[config.mk]
export PLATFORM = sky130hd
export DESIGN_NAME = usb_cmd_frame_parser
export DESIGN_NICKNAME = d
export VERILOG_FILES = /design/src/rtl/usb_cmd_frame_parser.sv
export SDC_FILE = /design/constraint.sdc
export NUM_CORES = 1
export LEC_CHECK = 0
export ABC_AREA = 1
export ABC_CLOCK_PERIOD_IN_PS = 1600
export BUFFER_PORTS_ARGS = -buffer_cell sky130_fd_sc_hd__buf_2
export CORE_MARGIN = 2
export CORE_UTILIZATION = 54
export DETAILED_ROUTE_END_ITERATION = 7
export GPL_TIMING_DRIVEN = 0
export HOLD_SLACK_MARGIN = 0.15
export PLACE_DENSITY = 0.76
export SLEW_MARGIN = 5
export SYNTH_ARGS = -nofsm -noshare
export SYNTH_HDL_FRONTEND = slang
export SYNTH_SLANG_ARGS = --single-unit
[constraint.sdc]
create_clock -name clk -period 1.6 [get_ports clk]
set_input_delay 0.08 -clock clk [delete_from_list [all_inputs] [get_ports clk]]
set_output_delay 0.08 -clock clk [all_outputs]
set_load 0.01 [all_outputs]
[src/rtl/usb_cmd_frame_parser.sv]
// Receive-side framer for the USB command channel: AA 55 cmd len_hi len_lo payload[len] checksum status.
// Reports the header, streams payload bytes and flags good/bad completion, one cycle after each byte.
module usb_cmd_frame_parser #(
  parameter int unsigned MAX_PAYLOAD    = 256,
  parameter int unsigned CKSUM_MODE     = 0,
  parameter int unsigned TIMEOUT_CYCLES = 100000
) (
  input  logic        clk,
  input  logic        rst_n,
  input  logic [7:0]  usb_data_in,
  input  logic        usb_data_valid_in,
  output logic [7:0]  cmd_out,
  output logic [15:0] cmd_len,
  output logic        cmd_start,
  output logic [7:0]  payload_data,
  output logic        payload_valid,
  output logic        payload_last,
  output logic        cmd_done,
  output logic        cmd_error,
  output logic [1:0]  err_code,
  output logic        busy
);

  typedef enum logic [2:0] {
    ST_IDLE    = 3'd0,
    ST_SYNC2   = 3'd1,
    ST_CMD     = 3'd2,
    ST_LEN_H   = 3'd3,
    ST_LEN_L   = 3'd4,
    ST_PAYLOAD = 3'd5,
    ST_CKSUM   = 3'd6,
    ST_STATUS  = 3'd7
  } state_t;

  localparam logic [7:0]  SYNC_A      = 8'hAA;
  localparam logic [7:0]  SYNC_B      = 8'h55;
  localparam logic [1:0]  ERR_CKSUM   = 2'd1;
  localparam logic [1:0]  ERR_LEN     = 2'd2;
  localparam logic [1:0]  ERR_TIMEOUT = 2'd3;
  localparam logic [16:0] MAX_LEN     = 17'(MAX_PAYLOAD);
  localparam bit          TMO_EN      = (TIMEOUT_CYCLES != 0);
  localparam logic [31:0] TMO_LAST    = TMO_EN ? 32'(TIMEOUT_CYCLES - 1) : 32'd0;

  function automatic logic [7:0] cksum_step(input logic [7:0] acc, input logic [7:0] b);
    if (CKSUM_MODE == 1) return acc ^ b;
    else                 return acc + b;
  endfunction

  state_t      state_r;
  logic [7:0]  acc_r;
  logic [7:0]  cmd_r;
  logic [7:0]  len_hi_r;
  logic [15:0] remaining_r;
  logic        cksum_ok_r;
  logic [31:0] tmo_cnt_r;
  logic [15:0] len_s;

  assign len_s = {len_hi_r, usb_data_in};

  // Frame FSM with registered outputs; pulses default low every cycle.
  always_ff @(posedge clk) begin
    if (!rst_n) begin
      state_r       <= ST_IDLE;
      acc_r         <= 8'h00;
      cmd_r         <= 8'h00;
      len_hi_r      <= 8'h00;
      remaining_r   <= 16'd0;
      cksum_ok_r    <= 1'b0;
      tmo_cnt_r     <= 32'd0;
      cmd_out       <= 8'h00;
      cmd_len       <= 16'd0;
      cmd_start     <= 1'b0;
      payload_data  <= 8'h00;
      payload_valid <= 1'b0;
      payload_last  <= 1'b0;
      cmd_done      <= 1'b0;
      cmd_error     <= 1'b0;
      err_code      <= 2'd0;
      busy          <= 1'b0;
    end else begin
      cmd_start     <= 1'b0;
      payload_valid <= 1'b0;
      payload_last  <= 1'b0;
      cmd_done      <= 1'b0;
      cmd_error     <= 1'b0;
      if (usb_data_valid_in) begin
        tmo_cnt_r <= 32'd0;
        case (state_r)
          ST_IDLE: begin
            if (usb_data_in == SYNC_A) begin
              state_r <= ST_SYNC2;
              busy    <= 1'b1;
              acc_r   <= cksum_step(8'h00, usb_data_in);
            end else begin
              acc_r   <= 8'h00;
            end
          end
          ST_SYNC2: begin
            if (usb_data_in == SYNC_B) begin
              state_r <= ST_CMD;
              acc_r   <= cksum_step(acc_r, usb_data_in);
            end else if (usb_data_in == SYNC_A) begin
              // A repeated AA restarts the frame, so the sum restarts too.
              acc_r   <= cksum_step(8'h00, usb_data_in);
            end else begin
              state_r <= ST_IDLE;
              busy    <= 1'b0;
              acc_r   <= 8'h00;
            end
          end
          ST_CMD: begin
            cmd_r   <= usb_data_in;
            acc_r   <= cksum_step(acc_r, usb_data_in);
            state_r <= ST_LEN_H;
          end
          ST_LEN_H: begin
            len_hi_r <= usb_data_in;
            acc_r    <= cksum_step(acc_r, usb_data_in);
            state_r  <= ST_LEN_L;
          end
          ST_LEN_L: begin
            acc_r <= cksum_step(acc_r, usb_data_in);
            if ({1'b0, len_s} > MAX_LEN) begin
              cmd_error <= 1'b1;
              err_code  <= ERR_LEN;
              state_r   <= ST_IDLE;
              busy      <= 1'b0;
            end else begin
              cmd_out     <= cmd_r;
              cmd_len     <= len_s;
              cmd_start   <= 1'b1;
              remaining_r <= len_s;
              state_r     <= (len_s == 16'd0) ? ST_CKSUM : ST_PAYLOAD;
            end
          end
          ST_PAYLOAD: begin
            payload_data  <= usb_data_in;
            payload_valid <= 1'b1;
            payload_last  <= (remaining_r == 16'd1);
            remaining_r   <= remaining_r - 16'd1;
            acc_r         <= cksum_step(acc_r, usb_data_in);
            if (remaining_r == 16'd1) begin
              state_r <= ST_CKSUM;
            end else begin
              state_r <= ST_PAYLOAD;
            end
          end
          ST_CKSUM: begin
            cksum_ok_r <= (usb_data_in == acc_r);
            state_r    <= ST_STATUS;
          end
          ST_STATUS: begin
            if (cksum_ok_r) begin
              cmd_done  <= 1'b1;
            end else begin
              cmd_error <= 1'b1;
              err_code  <= ERR_CKSUM;
            end
            state_r <= ST_IDLE;
            busy    <= 1'b0;
          end
          default: begin
            state_r <= ST_IDLE;
            busy    <= 1'b0;
          end
        endcase
      end else if (TMO_EN && (state_r != ST_IDLE)) begin
        if (tmo_cnt_r == TMO_LAST) begin
          cmd_error <= 1'b1;
          err_code  <= ERR_TIMEOUT;
          state_r   <= ST_IDLE;
          busy      <= 1'b0;
          tmo_cnt_r <= 32'd0;
        end else begin
          tmo_cnt_r <= tmo_cnt_r + 32'd1;
        end
      end else begin
        tmo_cnt_r <= 32'd0;
        if (state_r == ST_IDLE) acc_r <= 8'h00;
      end
    end
  end

endmodule

==> summary.md <==
| Metric | Value |
|---|---|
| Clock root buffer | `clkbuf_8` |
| Die Ht | `110 um` |
| Synth top area share | `0.383` |
| Critical Path End Type | `register` |
| CTS tree | `built` |
| Residual DRC | `0` |
| Final slew viol count | `0` |
| Period utilization | `1.07` |
| Max_slew headroom | `0.555` |
| Final Non-Filler Cells | `1156` |
| DR iter-0 viols | `562` |
| Max Fclk | `0.584 GHz` |
| Pre-CTS WS | `-0.283 ns` |
| Element type at the critical path start | `register` |
| Register area share after synthesis | `0.383` |
| Initial antenna violation count | `0` |
| Critical path arrival | `2.14 ns` |
| Clock-pin slew on the worst setup and hold paths | `0.06 ns` |
| Layout area overhead | `30.0%` |
| Layout net count | `1025` |
| Largest net degree at the start of global routing | `17` |
| Commonest non-fill, non-tap cells in the layout | `nand2_1, nor2_1, dfxtp_1` |
| WP data required | `2.03 ns` |
| FF+latch count, synth | `116` |
| Yosys cell types | `42` |
| Most common cell after layout, fill and taps aside | `nand2_1` |
| Yosys warns | `0` |
| Dpl hpwl | `10900 um` |
| Initial Util | `0.556` |
| First-pass GRT wire length | `26300 um` |
| ANT nets after route | `0` |
| Synth Instances | `902` |
| Core region area | `10900 um^2` |
| Max-cap viol count | `0` |
| Setup TNS | `-0.809 ns` |
| Num ports | `51` |
| Min-Delay Path Class | `primary input to register` |
| Sink Count | `116` |
| CTS Buffer Depth | `2` |
| Critical path class | `register to register` |
| H-tree levels | `4` |
| Detailed Routing Iterations Pass 1 | `6` |
| Syn Std Cell Area | `6060 um^2` |
| Clock skew | `0.00723 ns` |
| GRT Total Usage | `0.280` |
| Die ar. | `12100 um^2` |
| Num CTS Buffers | `17` |
| Antenna cells | `0` |
| Setup-failing EPs final | `15` |
| Number of global-route vias before repair | `5645` |
| Worst-skew pair later-pin latency | `0.53 ns` |
| Ranking of synthesized cells by area | `dfxtp_1, nand2_1, nor2_1` |
| Routed Wire Length | `17100 um` |
| Final GP Congestion | `0.893` |
| Violated checks | `negative setup slack` |
| Vias/cell | `5.48` |
| Critical path peak fanout | `6` |
| Final WS setup | `-0.112 ns` |
| Mapped Nets | `924` |
| Area leader, netlist | `dfxtp_1` |
| Die Wd | `110 um` |
| Placed Cells | `1089` |
| Drt wl/cell | `14.8 um` |
| Leakage | `3.35 nW` |
| Port Buffers | `47` |
| Fillers | `854` |
| Worst Max-Slew Pin Slew | `0.668 ns` |
| Post-route minimum period | `1.71 ns` |
| Final hold slack | `0.200 ns` |
| Routed via count | `6333` |
| PwrDens | `944 nW/um^2` |
| RSZ-0062 raised after global routing | `yes` |
| Hold Fails Final Rpt | `0` |
| Row count | `38` |
| Congestion Overflow GR | `0` |
| Maximum vdd drop | `0.00126 V` |
| Status | `finished with violations` |
| Layout cell share with drive strength beyond 1 | `0.237` |
| Syn Area/Cell | `6.71 um^2` |
-- final cells by class --
type / instances / area (um^2) / area share
plain buffers: 27 / 173 / 0.0219
clock buffers: 20 / 435 / 0.0553
clock inverters: 12 / 203 / 0.0257
inverters: 120 / 457 / 0.0580
multi-input cells: 638 / 3520 / 0.446
flip-flops and latches: 116 / 2340 / 0.297
well taps: 140 / 175 / 0.0222
repair buffers: 83 / 577 / 0.0732
-- flip-flops by register name, indices dropped and copies added (netlist names), 2 cells and up --
name / count
cmd_out: 8
err_code: 2
payload_data: 8
tmo_cnt_r: 32
state_r: 3
acc_r: 8
len_hi_r: 8
remaining_r: 16
cmd_len: 16
cmd_r: 8
-- worst max-delay path, stage by stage, from the launching register on --
cell and delay (ns):
dfxtp_1 0.45, inv_1 0.11, nor3_1 0.33, inv_1 0.20
nor3_4 0.27, nand2_2 0.10, nor2_2 0.10, nor3b_2 0.05
-- layer usage --
layer / GRT usage / share of wire
met2: 0.459 / 0.48
met4: 0.108 / 0.025
met5: 0 / 0
met3: 0.0593 / 0.064
met1: 0.359 / 0.43
-- path summary, 6_finish.rpt --
kind | start | endpoint | slack (ns) | cells after the start
setup / recovery | tmo_cnt_r[17] | tmo_cnt_r[24] | -0.11 | 7
hold / removal | usb_data_in[1] | cmd_r[1] | 0.20 | 4
setup reg to reg | tmo_cnt_r[17] | tmo_cnt_r[24] | -0.11 | 7
hold reg to reg | cmd_out[2] | cmd_out[2] | 0.44 | 2
-- where the power goes --
part	leakage [nW]	switching (W)	total, W	internal, W
Clock	0.298	0.00137	0.00410	0.00273
Sequential	0.941	0.0000136	0.00292	0.00290
Combinational	2.11	0.000271	0.000418	0.000148
-- Yosys cell counts (all sizes together) --
master / instances
nand3: 66
o21ai: 53
fa: 1
nand4: 22
nor3b: 7
a21oi: 77
a31oi: 1
o211ai: 1
nand2: 205
ha: 10
nor4: 7
a31o: 1
nor2: 136
o21a: 1
or2: 2
clkinv: 1
clkbuf: 10
dfxtp: 116
xnor2: 2
and3: 7
o21bai: 2
buf: 18
nor3: 25
and2: 1
inv: 119
xor2: 11
-- through the flow --
stage / utilization / cell area [um^2] / power, W
after floorplan: - / 6060 / 0.00319
after global placement: 0.594 / 6470 / 0.00330
after detailed placement: 0.594 / 6470 / 0.00330
after CTS: 0.684 / 7450 / 0.00739
after global routing: 0.723 / 7880 / 0.00763
final: 0.723 / 7880 / 0.00743
-- cell families after synthesis --
group,share of synthesized area
flops,0.383
buf+inv,0.0994
xor+xnor,0.0188
compound gates,0.117
simple gates,0.357
fa+ha+maj,0.0240
-- timing repair --
action	in CTS	in global routing
gates resized for setup	42	95
buffers inserted	13	13
cloned	0	1
endpoints found under the hold margin	61	0
setup endpoints to repair	58	101
hold buffers	10	0
pin swaps	13	29
Power figures use the tool's default switching activity.
